<file path="src/rtl/sram_like_responder.sv">
// Responder end of the SRAM-like req/addr_ok/data_ok interface. Drives a synchronous
// single-port RAM and returns in-order responses with configurable delays and optional random stalls.
module sram_like_responder #(
  parameter int          ADDR_WAIT = 0,
  parameter int          DATA_WAIT = 1,
  parameter int          RAND_EN   = 0,
  parameter logic [15:0] LFSR_SEED = 16'h5a5a
) (
  input  logic        clk,
  input  logic        reset,
  input  logic        req,
  input  logic        wr,
  input  logic [1:0]  size,
  input  logic [31:0] addr,
  input  logic [3:0]  wstrb,
  input  logic [31:0] wdata,
  output logic        addr_ok,
  output logic        data_ok,
  output logic [31:0] rdata,
  output logic        ram_en,
  output logic [3:0]  ram_wen,
  output logic [31:0] ram_addr,
  output logic [31:0] ram_wdata,
  input  logic [31:0] ram_rdata
);

  localparam int WW = (ADDR_WAIT > 0) ? $clog2(ADDR_WAIT + 1) : 1;
  localparam int AW = $clog2(DATA_WAIT + 1);
  localparam logic [WW-1:0] WMAX = WW'(ADDR_WAIT);
  localparam logic [AW-1:0] AMAX = AW'(DATA_WAIT);

  typedef struct packed {
    logic          valid;
    logic          wr;
    logic [31:0]   data;
    logic          dvalid;
    logic [AW-1:0] age;
  } entry_t;

  logic [15:0]   lfsr;
  logic          lfsr_fb;
  logic [WW-1:0] wcnt;
  logic [1:0]    cnt;
  entry_t        q [2];
  entry_t        head;
  logic          hd;
  logic          tl;
  logic          cap_pend;
  logic          cap_idx;
  logic          rand_a;
  logic          rand_d;
  logic          handshake;
  logic          unused_bits;

  assign unused_bits = ^{size, addr[1:0]};

  assign lfsr_fb = lfsr[15] ^ lfsr[13] ^ lfsr[12] ^ lfsr[10];
  assign rand_a  = (RAND_EN == 0) || lfsr[0];
  assign rand_d  = (RAND_EN == 0) || lfsr[1];

  // wcnt saturates at ADDR_WAIT, so equality is the same as "at least ADDR_WAIT"
  assign addr_ok   = !reset && req && (wcnt == WMAX) && (cnt != 2'd2) && rand_a;
  assign handshake = req && addr_ok;

  assign ram_en    = handshake;
  assign ram_wen   = (handshake && wr) ? wstrb : 4'h0;
  assign ram_addr  = {addr[31:2], 2'b00};
  assign ram_wdata = wdata;

  assign head    = q[hd];
  assign data_ok = !reset && head.valid && (head.age == AMAX) && rand_d;

  // Head not yet captured means it was pushed last cycle, so the RAM output is its data
  always_comb begin
    rdata = 32'h0;
    if (data_ok && !head.wr)
      rdata = head.dvalid ? head.data : ram_rdata;
  end

  always_ff @(posedge clk) begin
    if (reset) begin
      lfsr     <= LFSR_SEED;
      wcnt     <= '0;
      cnt      <= 2'd0;
      hd       <= 1'b0;
      tl       <= 1'b0;
      cap_pend <= 1'b0;
      cap_idx  <= 1'b0;
      for (int i = 0; i < 2; i++) q[i] <= '0;
    end else begin
      lfsr <= {lfsr[14:0], lfsr_fb};

      if (!req || handshake)
        wcnt <= '0;
      else if (wcnt != WMAX)
        wcnt <= wcnt + WW'(1);

      for (int i = 0; i < 2; i++) begin
        if (q[i].valid && (q[i].age != AMAX))
          q[i].age <= q[i].age + AW'(1);
      end

      if (cap_pend) begin
        q[cap_idx].data   <= ram_rdata;
        q[cap_idx].dvalid <= 1'b1;
      end

      if (data_ok) begin
        q[hd].valid <= 1'b0;
        hd          <= ~hd;
      end

      // A new entry has already spent its handshake cycle at age 0
      if (handshake) begin
        q[tl].valid  <= 1'b1;
        q[tl].wr     <= wr;
        q[tl].data   <= 32'h0;
        q[tl].dvalid <= wr;
        q[tl].age    <= AW'(1);
        tl           <= ~tl;
      end

      cap_pend <= handshake && !wr;
      cap_idx  <= tl;

      case ({handshake, data_ok})
        2'b10:   cnt <= cnt + 2'd1;
        2'b01:   cnt <= cnt - 2'd1;
        default: cnt <= cnt;
      endcase
    end
  end

endmodule

</file>
<file path="config.mk">
export PLATFORM = sky130hd
export DESIGN_NAME = sram_like_responder
export DESIGN_NICKNAME = d
export VERILOG_FILES = /design/src/rtl/sram_like_responder.sv
export SDC_FILE = /design/constraint.sdc
export NUM_CORES = 1
export LEC_CHECK = 0
export ABC_CLOCK_PERIOD_IN_PS = 2200
export BUFFER_PORTS_ARGS = -buffer_cell sky130_fd_sc_hd__buf_2
export CAP_MARGIN = 25
export CORE_ASPECT_RATIO = 0.9
export CORE_MARGIN = 1
export CORE_UTILIZATION = 46
export DETAILED_ROUTE_END_ITERATION = 8
export GPL_ROUTABILITY_DRIVEN = 0
export PLACE_DENSITY_LB_ADDON = 0.12
export REMOVE_ABC_BUFFERS = 1
export SYNTH_ARGS = -nofsm -noshare
export SYNTH_HDL_FRONTEND = slang
export SYNTH_SLANG_ARGS = --single-unit
export TNS_END_PERCENT = 50
</file>
<file path="constraint.sdc">
create_clock -name clk -period 2.2 [get_ports clk]
set_input_delay 0.22 -clock clk [delete_from_list [all_inputs] [get_ports clk]]
set_output_delay 0.22 -clock clk [all_outputs]
set_load 0.01 [all_outputs]
</file>
==> flow_summary.json, run 1 <==
{
  "drt-initial-drc-count": 210,
  "synthArstFlopShare": 0,
  "hold_viol_final": 0,
  "p_leak_nw": 1.77,
  "synthesis.area_mm2": 0.00420,
  "drv_cap": 0,
  "yosysSeqAreaShare": 0.391,
  "p_sw_mw": 0.793,
  "drtAntennaViolNets": 0,
  "arrival_ps": 1900,
  "ir_drop_uv": 332,
  "setup_viol": 0,
  "hold_class": "in -> reg",
  "yosysTopAreaCell": "dfxtp_1",
  "cts-root-buf": "clkbuf_8",
  "grt_usage": 0.299,
  "seqCellArea_mm2": 0.00164,
  "die_w_um": 103,
  "syn_avg_cell_area_um2": 7.82,
  "rsz0062_at_grt": "false",
  "wl_per_cell_um": 20.8,
  "hpwl_mm": 9.52,
  "start_util": 0.481,
  "num_rows": 32,
  "drive_gt1_frac": 0.236,
  "io_buffers": 78,
  "multi_input_area_mm2": 0.00180,
  "fin_area_mm2": 0.00437,
  "cts_buffers": 9,
  "critPathCaptureType": "output pin",
  "gr-total-overflow": 0,
  "antenna_found_initial": 0,
  "synthTopCellsByCount": "dfxtp_1 (76), buf_4 (67), nand2_1 (65), nand3_1 (65), a21oi_1 (62)",
  "synth.distinct_cells": 42,
  "vias": 3772,
  "syn_inst": 537,
  "synth_seq_cells": 80,
  "pwr-share-seq": 0.531,
  "fin_setup_tns_ps": 0,
  "synth.top_cell.area_share": 0.362,
  "power_density_mw_per_mm2": 654,
  "p_sw_frac": 0.278,
  "status": "completed",
  "critPathRequiredTime_ps": 1980,
  "crit_fanout": 25,
  "placed_area_mm2": 0.00419,
  "setup_slack_ps": 78.2,
  "crit_type": "reg -> out",
  "min_period_ps": 2120,
  "die_h_um": 92.7,
  "yosysWarnings": 0,
  "preCtsSetupSlack_ps": 353,
  "synth-edff-count": 4,
  "die_area_mm2": 0.00952,
  "cp-start-kind": "flop",
  "power.share.clock": 0.357,
  "post-cts-setup-buffer-count": 0,
  "grt_pass1_vias": 3523,
  "p_comb_frac": 0.112,
  "yosysMostFrequentCell": "dfxtp_1",
  "drv_slew": 0,
  "final_core_util": 0.501,
  "htree_levels": 3,
  "clkLatencyLatePin_ps": 360,
  "cts_sinks": 80,
  "clock_path_buffers": 2,
  "n_antenna_cell": 0,
  "netlist_top_cells_area": "dfxtp_1 (36%), buf_4 (12%), nand3_1 (7.7%)",
  "wl_mm": 13.8,
  "final_nets": 645,
  "ios": 209,
  "fin_crit_sh": 0.964,
  "detail_route.vias_per_cell": 5.70,
  "skew_ps": 12.7,
  "drc": 0,
  "cts_tree": "done",
  "drtPass1Iterations": 5,
  "max_freq_ghz": 0.471,
  "area_delta_synth_final_pct": 4.11,
  "clk_pin_slew_worst_paths_ps": 90,
  "core_mm2": 0.00873,
  "grt_pass1_wl_mm": 20.9,
  "grt_max_degree": 70,
  "fill_cells": 906,
  "ys.flop_type": "dfxtp_1",
  "intPower_mw": 2.06
}
## layer usage
layer | GRT usage | up-vias | wire length [um]
met5 | 0.0118 | - | 0
met4 | 0.0893 | 0 | 254
met2 | 0.437 | 195 | 6080
met3 | 0.146 | 18 | 1700
li1 | - | 1796 | -
met1 | 0.385 | 1763 | 5760
## cell type report
cell class,count,share of cell area
inverter,4,0.00343
clock buffer,11,0.0323
multi-input combinational,347,0.411
sequential,80,0.376
clock inverter,5,0.00944
tap,119,0.0340
timing repair buffer,96,0.134
## state kept, by name (all words and copies together), names as in the netlist, named ones only
name / flops
cnt: 2
cap_pend: 1
cap_idx: 1
q: 72
tl: 1
hd: 1
wcnt: 1
## through the flow
stage / hold slack (ps) / power (mW) / cells
2_1_floorplan: 289 / 1.71 / 431
3_3_place_gp: 440 / 1.86 / 646
3_5_place_dp: 440 / 1.87 / 646
4_1_cts: 98.0 / 2.88 / 662
5_1_grt: 93.8 / 2.98 / 662
6_report: 111 / 2.86 / 662
## worst max-delay path, cell delays in order, from the launching register on
cell and delay, ps:
edfxtp_1 440, nand2_1 320, buf_12 230, o22ai_1 90
nor3_1 260, buf_2 190
## repair_timing
| action | CTS | global route |
|---|---|---|
| resized for setup | 0 | 1 |
| hold buffers | 0 | 0 |
| setup endpoints to repair | 0 | 2 |
## power by group through the flow
| stage | Sequential, mW | Clock (mW) | Combinational [mW] |
|---|---|---|---|
| 6_report | 1.52 | 1.02 | 0.320 |
| 4_1_cts | 1.52 | 1.04 | 0.319 |
| 2_1_floorplan | 1.54 | 0 | 0.170 |
| 3_5_place_dp | 1.55 | 0 | 0.318 |
| 5_1_grt | 1.52 | 1.11 | 0.352 |
| 3_3_place_gp | 1.55 | 0 | 0.314 |
## final timing paths
path	start	end	slack (ps)	depth (start not counted)
hold reg to reg	q[0][18]$_SDFFE_PP0P_	q[0][18]$_SDFFE_PP0P_	470	2
hold / removal	ram_rdata[30]	q[1][32]$_SDFFE_PP0P_	110	3
setup reg to reg	cnt[0]$_SDFFE_PP0P_	cnt[1]$_SDFFE_PP0P_	370	6
setup / recovery	q[1][1]$_DFFE_PP_	rdata[3]	80	5
## cells in the final DEF (no fill, tap or decap), drive strengths merged, types with 2 or more instances in the layout
master / n
and3: 7
and3b: 2
inv: 5
conb: 3
o21ai: 6
mux2: 3
or3: 3
clkinvlp: 2
nand2b: 2
nor3: 31
buf: 96
a211oi: 2
a21oi: 67
edfxtp: 4
clkinv: 2
nand3: 65
nor2: 39
dfxtp: 76
and4: 2
and2: 2
nand2: 65
nand4: 2
clkbuf: 11
o22ai: 33
## kinds of logic (layout without fill, tap and decap cells)
| logic type | count (synthesis) | after routing | share of synthesized area |
|---|---|---|---|
| XOR/XNOR | 2 | 2 | 0.00417 |
| adder cells (fa/ha/maj) | 1 | 1 | 0.00298 |
| flip-flops | 80 | 80 | 0.391 |
| AO/OA/AOI/OAI | 110 | 110 | 0.149 |
| buffers and inverters | 112 | 116 | 0.183 |
| multiplexers | 4 | 4 | 0.0104 |
| AND/OR/NAND/NOR | 227 | 227 | 0.258 |
| other | 1 | 3 | 0.000893 |
Power figures use the tool's default switching activity.
==> run 2, diff against run 1 <==
--- a/config.mk
+++ b/config.mk
@@ -5,12 +5,13 @@
 export SDC_FILE = /design/constraint.sdc
 export NUM_CORES = 1
 export LEC_CHECK = 0
+export ABC_AREA = 1
 export ABC_CLOCK_PERIOD_IN_PS = 2200
 export BUFFER_PORTS_ARGS = -buffer_cell sky130_fd_sc_hd__buf_2
 export CAP_MARGIN = 25
 export CORE_ASPECT_RATIO = 0.9
 export CORE_MARGIN = 1
-export CORE_UTILIZATION = 46
+export CORE_UTILIZATION = 48
 export DETAILED_ROUTE_END_ITERATION = 8
 export GPL_ROUTABILITY_DRIVEN = 0
 export PLACE_DENSITY_LB_ADDON = 0.12
==> run 2 against run 1 <==
  * Via count up 18%
  * Worst setup slack gained 120 ps
  * Clock power up 9.8%
  * Wire length grew 0.62%
  * Count of clock-buffer cells in the layout did not move
  * Cell count rose by 39%
  * Synthesized cell count increased by 46%
  * Critical path depth grew 3
  * Largest cell class unchanged
  * Highest routed layer is now met5
==> flow_summary.json, run 2 <==
{
  "grt_usage": 0.278,
  "yosysSeqAreaShare": 0.345,
  "synth_seq_cells": 80,
  "synthTopCellsByCount": "nand2_1 (377), inv_1 (77), dfxtp_1 (76), buf_4 (66), nor2_1 (46)",
  "power_mw": 3.00,
  "ir_drop_uv": 280,
  "yosysWarnings": 0,
  "gr-total-overflow": 0,
  "grt_pass1_wl_mm": 21.4,
  "fill_cells": 1008,
  "yosysTopAreaCell": "dfxtp_1",
  "synth.distinct_cells": 27,
  "wl_per_cell_um": 15.1,
  "ys.flop_type": "dfxtp_1",
  "die_w_um": 107,
  "drtPass1Iterations": 5,
  "cts_tree": "done",
  "regMostFlops": "q",
  "start_util": 0.493,
  "arrival_ps": 1780,
  "cts-root-buf": "clkbuf_8",
  "core_mm2": 0.00966,
  "ctsHoldBuffers": 0,
  "num_rows": 34,
  "reg_top3": "q x72, cnt x2",
  "final_nets": 896,
  "final_core_util": 0.523,
  "hold_viol_final": 0,
  "skew_ps": 6.76,
  "area_delta_synth_final_pct": 6.02,
  "hpwl_mm": 9.56,
  "cts_sinks": 80,
  "clock_path_buffers": 2,
  "n_antenna_cell": 0,
  "power_density_mw_per_mm2": 593,
  "setup_viol": 0,
  "cts_buffers": 9,
  "critPathCaptureType": "output pin",
  "post-cts-setup-buffer-count": 0,
  "synth-edff-count": 4,
  "status": "completed",
  "io_buffers": 78,
  "yosysMostFrequentCell": "nand2_1",
  "detail_route.vias_per_cell": 4.83,
  "die_area_mm2": 0.0103,
  "antenna_found_initial": 0,
  "htree_levels": 3,
  "clkLatencyLatePin_ps": 350,
  "min_period_ps": 2000,
  "drive_gt1_frac": 0.165,
  "largest_reg_flops": 72,
  "grt_max_degree": 34,
  "netlist_top_cells_area": "dfxtp_1 (32%), nand2_1 (30%), buf_4 (10%)",
  "rsz0062_at_grt": "false",
  "final_cell_mix": "nand2_1 (376), buf_2 (78), inv_1 (77), dfxtp_1 (75), nor2_1 (46)",
  "syn_inst": 783,
  "max_freq_ghz": 0.500,
  "critPathRequiredTime_ps": 1980,
  "clk_pin_slew_worst_paths_ps": 80,
  "final_common_cell": "nand2_1",
  "cp-start-kind": "flop",
  "synth.top_cell.area_share": 0.319,
  "p_leak_nw": 2.88,
  "wl_mm": 13.9,
  "crit_fanout": 32,
  "dp.cells": 904,
  "grt_pass1_vias": 3980,
  "fin_crit_sh": 0.909,
  "drtAntennaViolNets": 0,
  "syn_avg_cell_area_um2": 6.08,
  "crit_type": "reg -> out",
  "synthesis.area_mm2": 0.00476,
  "hold_slack_ps": 80.6,
  "hold_class": "in -> reg",
  "synthArstFlopShare": 0,
  "vias": 4442,
  "ios": 209,
  "drt-initial-drc-count": 268,
  "drc": 0,
  "drv_cap": 0,
  "die_h_um": 96.5,
  "final_cells": 920,
  "drv_slew": 0
}
==> run 2: changes by cell type after synthesis, moves of 3 or more <==
| cell | before | now |
|---|---|---|
| buf_6 | 9 | 2 |
| mux2_2 | 3 | 0 |
| nand3_1 | 65 | 38 |
| a21oi_2 | 5 | 2 |
| a21oi_1 | 62 | 35 |
| o22ai_1 | 33 | 0 |
| nor2_1 | 39 | 46 |
| inv_2 | 2 | 7 |
| inv_1 | 2 | 77 |
| nand2_1 | 65 | 377 |
| nor3_1 | 31 | 0 |
| and3_1 | 7 | 0 |
| or3_1 | 3 | 0 |
| buf_2 | 25 | 29 |
==> run 2: worst paths after layout <==
check,cells past startpoint,slack (ps),start,end
min reg2reg,2,460,tl$_SDFFE_PP0N_,cap_idx$_SDFF_PP0_
max reg2reg,8,660,flop,cnt[1]$_SDFFE_PP0P_
min,2,80,wr,cap_pend$_SDFF_PP0_
max,8,200,flop,rdata[25]
==> run 2: power breakdown <==
group	internal [mW]	switching, mW
Clock	0.582	0.534
Combinational	0.125	0.248
Sequential	1.49	0.0178
==> run 2: worst max-delay path, cell delays in order (launching register included) <==
cell     delay, ps
dfxtp_2        340
buf_6          150
nand2_1        140
buf_6          300
nand3_1        110
nand2_1         70
inv_1           30
nor2_1         120
buf_2          150
==> run 2: what timing repair did <==
| item | CTS | global route |
|---|---|---|
| gates cloned | 0 | 0 |
| gates resized for setup | 2 | 7 |
| pin swaps | 0 | 0 |
| endpoints found under the setup margin | 30 | 32 |
==> run 2: layout make-up <==
type                            instances  area [um^2]  area share
Sequential cell                        80         1640       0.325
Timing Repair Buffer                   96          562       0.111
Clock buffer                           11          151      0.0300
Tap cell                              126          158      0.0312
Multi-Input combinational cell        517         2160       0.428
Inverter                               85          322      0.0637
Clock inverter                          5         55.1      0.0109
==> run 2: layer usage <==
layer  GRT usage  routed length (um)  vias up  share of wire
met5      0.0408                  27        -         0.0019
met4      0.0639                 166        2          0.012
met3       0.171                2110       16           0.15
met2       0.442                6090      226           0.44
met1       0.315                5480     1923           0.40
li1            -                   -     2275              -
==> run 2: logic make-up (layout without fill, tap and decap cells) <==
logic type	count (synthesis)	count (layout)	synth area share
other	1	3	0.000787
AO/OA/AOI/OAI	43	43	0.0470
AND/OR/NAND/NOR	470	470	0.394
flip-flops	80	80	0.345
buffers and inverters	188	197	0.211
adder cells (fa/ha/maj)	1	1	0.00263
==> run 2: per-stage QoR <==
stage / setup slack [ps] / setup TNS, ps / cell area (um^2)
final: 201 / 0 / 5050
after global routing: 23.3 / 0 / 5050
after CTS: 29.3 / 0 / 5020
after detailed placement: 223 / 0 / 4810
after global placement: 266 / 0 / 4810
after floorplan: -740 / -24050 / 4090
